--- config.mk ---
export PLATFORM = sky130hd
export DESIGN_NAME = modarith_addsub_pipe
export DESIGN_NICKNAME = d
export VERILOG_FILES = /design/src/rtl/modarith_pkg.sv /design/src/rtl/modarith_addsub_core.sv /design/src/rtl/modarith_addsub_pipe.sv
export SDC_FILE = /design/constraint.sdc
export NUM_CORES = 2
export LEC_CHECK = 0
export ABC_CLOCK_PERIOD_IN_PS = 19750
export BUFFER_PORTS_ARGS = -buffer_cell sky130_fd_sc_hd__buf_4
export CAP_MARGIN = 20
export CORE_MARGIN = 4
export CORE_UTILIZATION = 45
export DETAILED_ROUTE_END_ITERATION = 7
export GPL_TIMING_DRIVEN = 0
export SLEW_MARGIN = 10
export SYNTH_ARGS = -nofsm -noshare
export SYNTH_HDL_FRONTEND = slang
export SYNTH_SLANG_ARGS = --single-unit
--- constraint.sdc ---
create_clock -name i_clk -period 19.75 [get_ports i_clk]
set_input_delay 4.9375 -clock i_clk [delete_from_list [all_inputs] [get_ports i_clk]]
set_output_delay 4.9375 -clock i_clk [all_outputs]
set_load 0.01 [all_outputs]
--- src/rtl/modarith_pkg.sv ---
// rtl/modarith_pkg.sv - opcodes and default modulus for the GF(Q) add/sub pipeline
package modarith_pkg;

    typedef enum logic [1:0] {
        OP_ADD = 2'b00,
        OP_SUB = 2'b01,
        OP_DBL = 2'b10,
        OP_NEG = 2'b11
    } op_e;

    localparam int DEFAULT_WIDTH = 255;

    // 2**255 - 19, written as all-ones minus 18 so it fits exactly in 255 bits
    localparam logic [254:0] Q_25519 = {255{1'b1}} - 255'd18;

endpackage

--- src/rtl/modarith_addsub_core.sv ---
// rtl/modarith_addsub_core.sv - combinational first-stage arithmetic: raw and corrected candidates
module modarith_addsub_core
    import modarith_pkg::*;
#(
    parameter int               WIDTH = DEFAULT_WIDTH,
    parameter logic [WIDTH-1:0] Q     = Q_25519
) (
    input  op_e              op,
    input  logic [WIDTH-1:0] x,
    input  logic [WIDTH-1:0] y,
    output logic [WIDTH-1:0] raw_lo,
    output logic             raw_neg,
    output logic [WIDTH-1:0] alt_lo,
    output logic             alt_neg,
    output logic             reduce
);

    localparam int EW = WIDTH + 2;

    logic [EW-1:0] a;
    logic [EW-1:0] b;
    logic [EW-1:0] qe;
    logic [EW-1:0] raw;
    logic [EW-1:0] alt;

    // reduce=1: result may be in [Q, 2Q) and needs -Q; reduce=0: result may be negative and needs +Q.
    // NEG (Q-X) lands in [1, Q], so it shares the reduce path and maps X=0 to 0.
    always_comb begin
        qe     = {2'b00, Q};
        a      = {2'b00, x};
        b      = {2'b00, y};
        reduce = 1'b1;
        raw    = a + b;
        case (op)
            OP_ADD: raw = a + b;
            OP_SUB: begin
                raw    = a - b;
                reduce = 1'b0;
            end
            OP_DBL: raw = a + a;
            OP_NEG: raw = qe - a;
            default: raw = a + b;
        endcase
        alt = reduce ? (raw - qe) : (raw + qe);
    end

    assign raw_lo  = raw[WIDTH-1:0];
    assign raw_neg = raw[EW-1];
    assign alt_lo  = alt[WIDTH-1:0];
    assign alt_neg = alt[EW-1];

    logic unused_carry;
    assign unused_carry = raw[WIDTH] ^ alt[WIDTH];

endmodule

--- src/rtl/modarith_addsub_pipe.sv ---
// rtl/modarith_addsub_pipe.sv - 2-stage modular add/sub/dbl/neg; MODARITH_RANGE_CHECK_EN enables o_err
module modarith_addsub_pipe
    import modarith_pkg::*;
#(
    parameter int               WIDTH = DEFAULT_WIDTH,
    parameter logic [WIDTH-1:0] Q     = Q_25519,
    parameter int               TAG_W = 4
) (
    input  logic             i_clk,
    input  logic             i_rst,
    input  logic             i_valid,
    output logic             o_ready,
    input  logic [1:0]       i_op,
    input  logic [WIDTH-1:0] i_x,
    input  logic [WIDTH-1:0] i_y,
    input  logic [TAG_W-1:0] i_tag,
    output logic             o_valid,
    input  logic             i_ready,
    output logic [WIDTH-1:0] o_result,
    output logic [TAG_W-1:0] o_tag,
    output logic             o_err
);

    op_e              in_op;
    logic [WIDTH-1:0] c_raw_lo;
    logic             c_raw_neg;
    logic [WIDTH-1:0] c_alt_lo;
    logic             c_alt_neg;
    logic             c_reduce;
    logic             in_err;

    logic             s1_v;
    logic [WIDTH-1:0] s1_raw_lo;
    logic             s1_raw_neg;
    logic [WIDTH-1:0] s1_alt_lo;
    logic             s1_alt_neg;
    logic             s1_reduce;
    logic [TAG_W-1:0] s1_tag;
    logic             s1_err;

    logic             s2_adv;
    logic             s1_adv;
    logic [WIDTH-1:0] s2_sel;

    assign in_op = op_e'(i_op);

    modarith_addsub_core #(
        .WIDTH (WIDTH),
        .Q     (Q)
    ) u_core (
        .op      (in_op),
        .x       (i_x),
        .y       (i_y),
        .raw_lo  (c_raw_lo),
        .raw_neg (c_raw_neg),
        .alt_lo  (c_alt_lo),
        .alt_neg (c_alt_neg),
        .reduce  (c_reduce)
    );

`ifdef MODARITH_RANGE_CHECK_EN
    assign in_err = (i_x >= Q) || (((in_op == OP_ADD) || (in_op == OP_SUB)) && (i_y >= Q));
`else
    assign in_err = 1'b0;
`endif

    // No skid buffer: a drain at the output frees a slot for an accept in the same cycle.
    assign s2_adv  = !o_valid || i_ready;
    assign s1_adv  = !s1_v || s2_adv;
    assign o_ready = s1_adv;

    assign s2_sel = s1_reduce ? (s1_alt_neg ? s1_raw_lo : s1_alt_lo)
                              : (s1_raw_neg ? s1_alt_lo : s1_raw_lo);

    always_ff @(posedge i_clk) begin
        if (i_rst) begin
            s1_v       <= 1'b0;
            s1_raw_lo  <= '0;
            s1_raw_neg <= 1'b0;
            s1_alt_lo  <= '0;
            s1_alt_neg <= 1'b0;
            s1_reduce  <= 1'b0;
            s1_tag     <= '0;
            s1_err     <= 1'b0;
            o_valid    <= 1'b0;
            o_result   <= '0;
            o_tag      <= '0;
            o_err      <= 1'b0;
        end else begin
            if (s1_adv) begin
                s1_v <= i_valid;
                if (i_valid) begin
                    s1_raw_lo  <= c_raw_lo;
                    s1_raw_neg <= c_raw_neg;
                    s1_alt_lo  <= c_alt_lo;
                    s1_alt_neg <= c_alt_neg;
                    s1_reduce  <= c_reduce;
                    s1_tag     <= i_tag;
                    s1_err     <= in_err;
                end
            end
            if (s2_adv) begin
                o_valid <= s1_v;
                if (s1_v) begin
                    o_result <= s2_sel;
                    o_tag    <= s1_tag;
                    o_err    <= s1_err;
                end
            end
        end
    end

endmodule
# After elaboration in Yosys (flattened, before gate mapping)
# Index checks and enable logic that the tools add are counted.
# totals
reg_bits	778
elab_cells	32
# classes
addsub	6
n_eq_ne	3
muxes	6
reduce_logical	7
# ops
operator	n
case mux 257 bit (4 select lines)	1
two-way mux 255 bit	3
adder 255 x 255 -> 256 bit	2
adder 257 x 255 -> 257 bit (second input constant)	1
two-way mux 257 bit	1
subtractor 257 x 255 -> 257 bit (second input constant)	1
subtractor 255 x 255 -> 256 bit	1
subtractor 255 x 255 -> 256 bit (first input constant)	1
== test 2 bit (second input constant)	2
AND reduction 2 bit	2
== test 2 x 1 -> 1 bit (second input constant)	1
logical NOT 1 bit	2
logical NOT 2 bit	1
logical OR 1 bit	2
two-way mux 1 bit	1

# Longest topological paths before layout
# logic_depth
ltp_word	4
ltp_mapped	46
ltp_nobuf	42

# By module
# Synthesis repeated with hierarchy kept, for this count alone.
# hier_totals
hier_cells	15044
hier_area_um2	103979.7
# modules_own_cells
mod	n_inst	cells_each	area_each_um2	seq_area_each_um2
modarith_addsub_core	1	11268	68658.3	0.0
modarith_addsub_pipe	1	3776	35321.4	15574.9

# Worst setup path before layout
# Ideal clock, no wire load.
# synth_timing
kind	input to register
startpoint	in i_op[0]
endpoint	reg s1_alt_neg
setup_ps	117
t_arrival_ps	16771
required_ps	19633
slack_ps	2862
cell_stages	24
path_buffers	3
cell_sequence	clkbuf_1 > inv_2 > nor2_1 > clkbuf_1 > ha_1 > clkbuf_1 > a21o_1 > a21o_1 > a21o_1 > a211o_1 > a21o_1 > a211o_1 > o21ba_2 > a31o_2 > a31oi_1 > nor4_1 > o21ba_2 > a21oi_1 > o21bai_1 > a21oi_1 > nor2_1 > o32ai_1 > xor2_1 > a22o_1
# synth_between
elab_chain_len	4
word_cells_on_any_way	8
cone_classes	add/sub: 2; eq/ne: 3; mux: 2; reduce/logical: 1
# synth_rtl
item	line_no	text
from (decl)	modarith_addsub_pipe.sv:13	input logic [1:0] i_op,
== test 2 bit, or another cell as far along	modarith_addsub_core.sv:34	case (op)
case mux 257 bit (4 select lines)	modarith_addsub_core.sv:34	
subtractor 257 x 255 -> 257 bit / adder 257 x 255 -> 257 bit (equally long branches)	modarith_addsub_core.sv:44	alt = reduce ? (raw - qe) : (raw + qe);
two-way mux 257 bit (*)	modarith_addsub_core.sv:44	
to (signal assigned)	modarith_addsub_pipe.sv:96	s1_alt_neg <= c_alt_neg;
to (decl)	modarith_addsub_pipe.sv:36	logic s1_alt_neg;
# Every way passes the cells marked *; elsewhere a longest branch is shown, timed or not.
# A chain may end at the register's enable or synchronous reset.

# Worst setup path in the final report
# layout_timing
startpoint	in i_op[0]
endpoint	reg s1_alt_neg
# layout_between
elab_chain_len	4
word_cells_on_any_way	8
cone_classes	add/sub: 2; eq/ne: 3; mux: 2; reduce/logical: 1
# layout_rtl
item	line_no	text
== test 2 bit, or another cell as far along	modarith_addsub_core.sv:34	
case mux 257 bit (4 select lines) (*)	modarith_addsub_core.sv:34	
via c_raw_lo[100]	modarith_addsub_pipe.sv:25	logic [WIDTH-1:0] c_raw_lo;
subtractor 257 x 255 -> 257 bit / adder 257 x 255 -> 257 bit (equally long branches)	modarith_addsub_core.sv:44	
two-way mux 257 bit (*)	modarith_addsub_core.sv:44	
# The timed path passes the listed nets; every way through them passes the cells marked *.

==> impl_metrics.env <==
export IMPL_synth_cell_types=105
export IMPL_cts_root_buf="clkbuf_16"
export IMPL_grt_max_degree=61
export IMPL_slowest_delay_ns=0.93
export IMPL_setup_ws_ns=0.593
export IMPL_yosysWarnings=0
export IMPL_timing_rr_start="o_valid"
export IMPL_post_route_util_pct=51.5
export IMPL_first_pass_iters=8
export IMPL_timing_final_max_slew_violations=2
export IMPL_grt_pass1_vias=106000
export IMPL_post_cts_buffers=0
export IMPL_synth_largest_area_cell="dfxtp_1"
export IMPL_synth_edf_count=0
export IMPL_viasPerCell=6.59
export IMPL_layout_drive_gt1_share_pct=9.54
export IMPL_crit_top_cell="a21oi_1"
export IMPL_die_height_um=471
export IMPL_crit_fanout=10
export IMPL_netlist_area_leader_share_pct=16.2
export IMPL_ys_flop_type="dfxtp_1"
export IMPL_final_common_cell="nand2_1"
export IMPL_clock_sinks=778
export IMPL_synth_seq_area_share_pct=16.2
export IMPL_ant_nets=0
export IMPL_power_density_nw_per_um2=72.5
export IMPL_cts_tree="yes"
export IMPL_maxCapViolCount=0
export IMPL_grt_usage_pct=47.3
export IMPL_hp_class="register to register"
export IMPL_finalNetCount=16600
export IMPL_setup_viol=0
export IMPL_hold_buffers=0
export IMPL_critPathTopFamily="compound AO/OA/AOI/OAI gates"
export IMPL_detailed_place_hpwl_um=475000
export IMPL_htree_levels=3
export IMPL_dieArea_um2=221000
export IMPL_syn_area_um2=96300
export IMPL_drc=2
export IMPL_violations="DRC, slew limit"
export IMPL_ioPinCount=782
export IMPL_timing_rr_end="s1_alt_lo[242]"
export IMPL_rsz0062_at_grt="no"
export IMPL_grt_pass1_wl_um=769000
export IMPL_grt_overflow=0
export IMPL_leakagePower_uw=0.0435
export IMPL_ctsResizeCount=0
export IMPL_slowest_stage="a2111oi_2"
export IMPL_synthArstFlopShare_pct=0
export IMPL_clkTransAtPathRegs_ns=0.07
export IMPL_ir_drop_mv=0.0701
export IMPL_grt_antenna_before_repair=48
export IMPL_critPathBufInv=6
export IMPL_path_class="primary input to register"
export IMPL_whs_ns=0.451
export IMPL_port_buffers=779
export IMPL_place_congestion=1.16
export IMPL_coreArea_um2=213000
export IMPL_worst_pin_slew_ns=1.61
export IMPL_num_rows=169
export IMPL_final_cell_mix="2081 x nand2_1, 1838 x a21oi_1, 1389 x nor2_1"
export IMPL_vias=120000
export IMPL_drt_wl_total_um=560000
export IMPL_start_util_pct=45.3
export IMPL_final_hold_viol_count=0
export IMPL_synth_nets=15600
export IMPL_netlist_instances=14400
export IMPL_place_ws_ns=0.717
export IMPL_cp_data_required_time_ns=20.31
export IMPL_hold_end="s1_alt_lo[47]"
export IMPL_skew_ns=0.0371
export IMPL_endpoint_kind="register"
export IMPL_synth_area_leaders="dfxtp_1 16%, ha_1 10%, a21oi_1 9.6%"
export IMPL_area_growth_synth_to_final_pct=13.7
export IMPL_synth_area_per_cell_um2=6.71
export IMPL_crit_arrival_ns=19.72
export IMPL_status="finished with violations"
export IMPL_max_slew_margin_pct=-7.60
export IMPL_cts_made_buffers=70
export IMPL_rrSetupSlack_ns=15.92
export IMPL_clock_fmax_mhz=52.2
export IMPL_post_drt_wl_per_cell_um=30.7
export IMPL_cts_max_path_buffers=3
export IMPL_die_x_um=471
export IMPL_synth_seq_cells=778
export IMPL_clk_latency_ns=0.68
export IMPL_min_delay_path_depth=2
export IMPL_drt_iter0_drc=18900
export IMPL_worstSetupStartpointType="primary input"
export IMPL_min_delay_start="s1_alt_lo[47]"
export IMPL_rr_worst_depth=8
export IMPL_crit_cells=43
export IMPL_period_share_pct=97.0
export IMPL_fin_total_pwr_uw=7940
export IMPL_post_route_min_period_ns=19.16
## where the power goes
part	internal, µW	switching (µW)
registers	1760	105
logic	1440	3220
clock network	766	650
total	3960	3980
## cell usage after synthesis, types with 57 or more instances
master and count:
nand2_1 2081, a21oi_1 1838, nor2_1 1389, o21ai_0 1169, dfxtp_1 778, clkbuf_1 777, ha_1 766, xnor2_1 589
inv_1 569, nand4_1 535, xor2_1 377, a211oi_1 331, nor3_1 285, o21bai_1 284, mux2i_1 270, mux2_2 255
nand3_1 244, a21o_1 237, o211ai_1 140, o21a_1 132, and3_1 112, nor4_1 106, a31oi_1 98, nand2b_1 78
o31ai_1 72, nor2b_1 62, or3_1 61, buf_1 58, a21boi_0 57
## metrics by stage
stage,setup TNS (ns),area (µm²),cells
after floorplan,0,96300,14400
after global placement,-854.90,106000,18000
after detailed placement,0,107000,18100
after CTS,0,109000,18200
after global routing,0,109000,18200
final,0,109000,18200
## layer usage
layer | vias to the layer above | share of wire (%) | global-route usage, % | wire [µm]
met3 | 1450 | 16 | 16.0 | 87900
li1 | 53700 | - | - | -
met5 | - | 0.045 | 0 | 253
met1 | 56500 | 40 | 66.0 | 227000
met2 | 8549 | 37 | 63.6 | 210000
met4 | 30 | 6.3 | 24.0 | 35500
## cells by family after synthesis
group | count (synthesis) | share of synthesized area [%]
and+or+nand+nor | 5184 | 24.3
AOI/OAI and AO/OA | 4715 | 29.4
buffers and inverters | 1415 | 5.53
xor gates and xnor gates | 966 | 8.79
DFF | 778 | 16.2
adders and majority gates | 769 | 10.0
muxes | 525 | 5.79
other | 1 | 0.00389
## tightest hold or removal path: stages, from the launching register on
cell and delay, ns:
dfxtp_1 0.31, nand2_1 0.05, a21oi_1 0.05
## state kept, by name, summed over array words and instances (netlist names)
register	flops
s1_raw_lo	255
s1_tag	4
s1_alt_neg	1
o_valid	1
s1_raw_neg	1
s1_v	1
s1_alt_lo	255
o_tag	4
s1_reduce	1
o_result	255
## layout make-up
cell class | count | area (µm²)
clock buffer | 91 | 1970
antenna | 30 | 75.1
fill | 22700 | 103000
buffer | 845 | 3230
sequential | 778 | 15600
clock inverter | 34 | 328
tap | 2821 | 3530
inverter | 570 | 2140
timing repair buffer | 910 | 7170
multi-input combinational | 12200 | 75500
## worst max-delay path by stage
| stage | start | slack [ns] | end |
|---|---|---|---|
| final | i_op[0] | 0.59 | s1_alt_neg |
| after CTS | i_op[0] | 1.39 | s1_alt_neg |
| after global placement | i_op[0] | -7.19 | s1_alt_neg |
| after detailed placement | i_op[0] | 0.72 | s1_alt_neg |
| after floorplan | i_op[0] | 2.86 | s1_alt_neg |
| after global routing | i_op[0] | 0.63 | s1_alt_neg |
No activity file was read; power rests on OpenSTA's default activity.
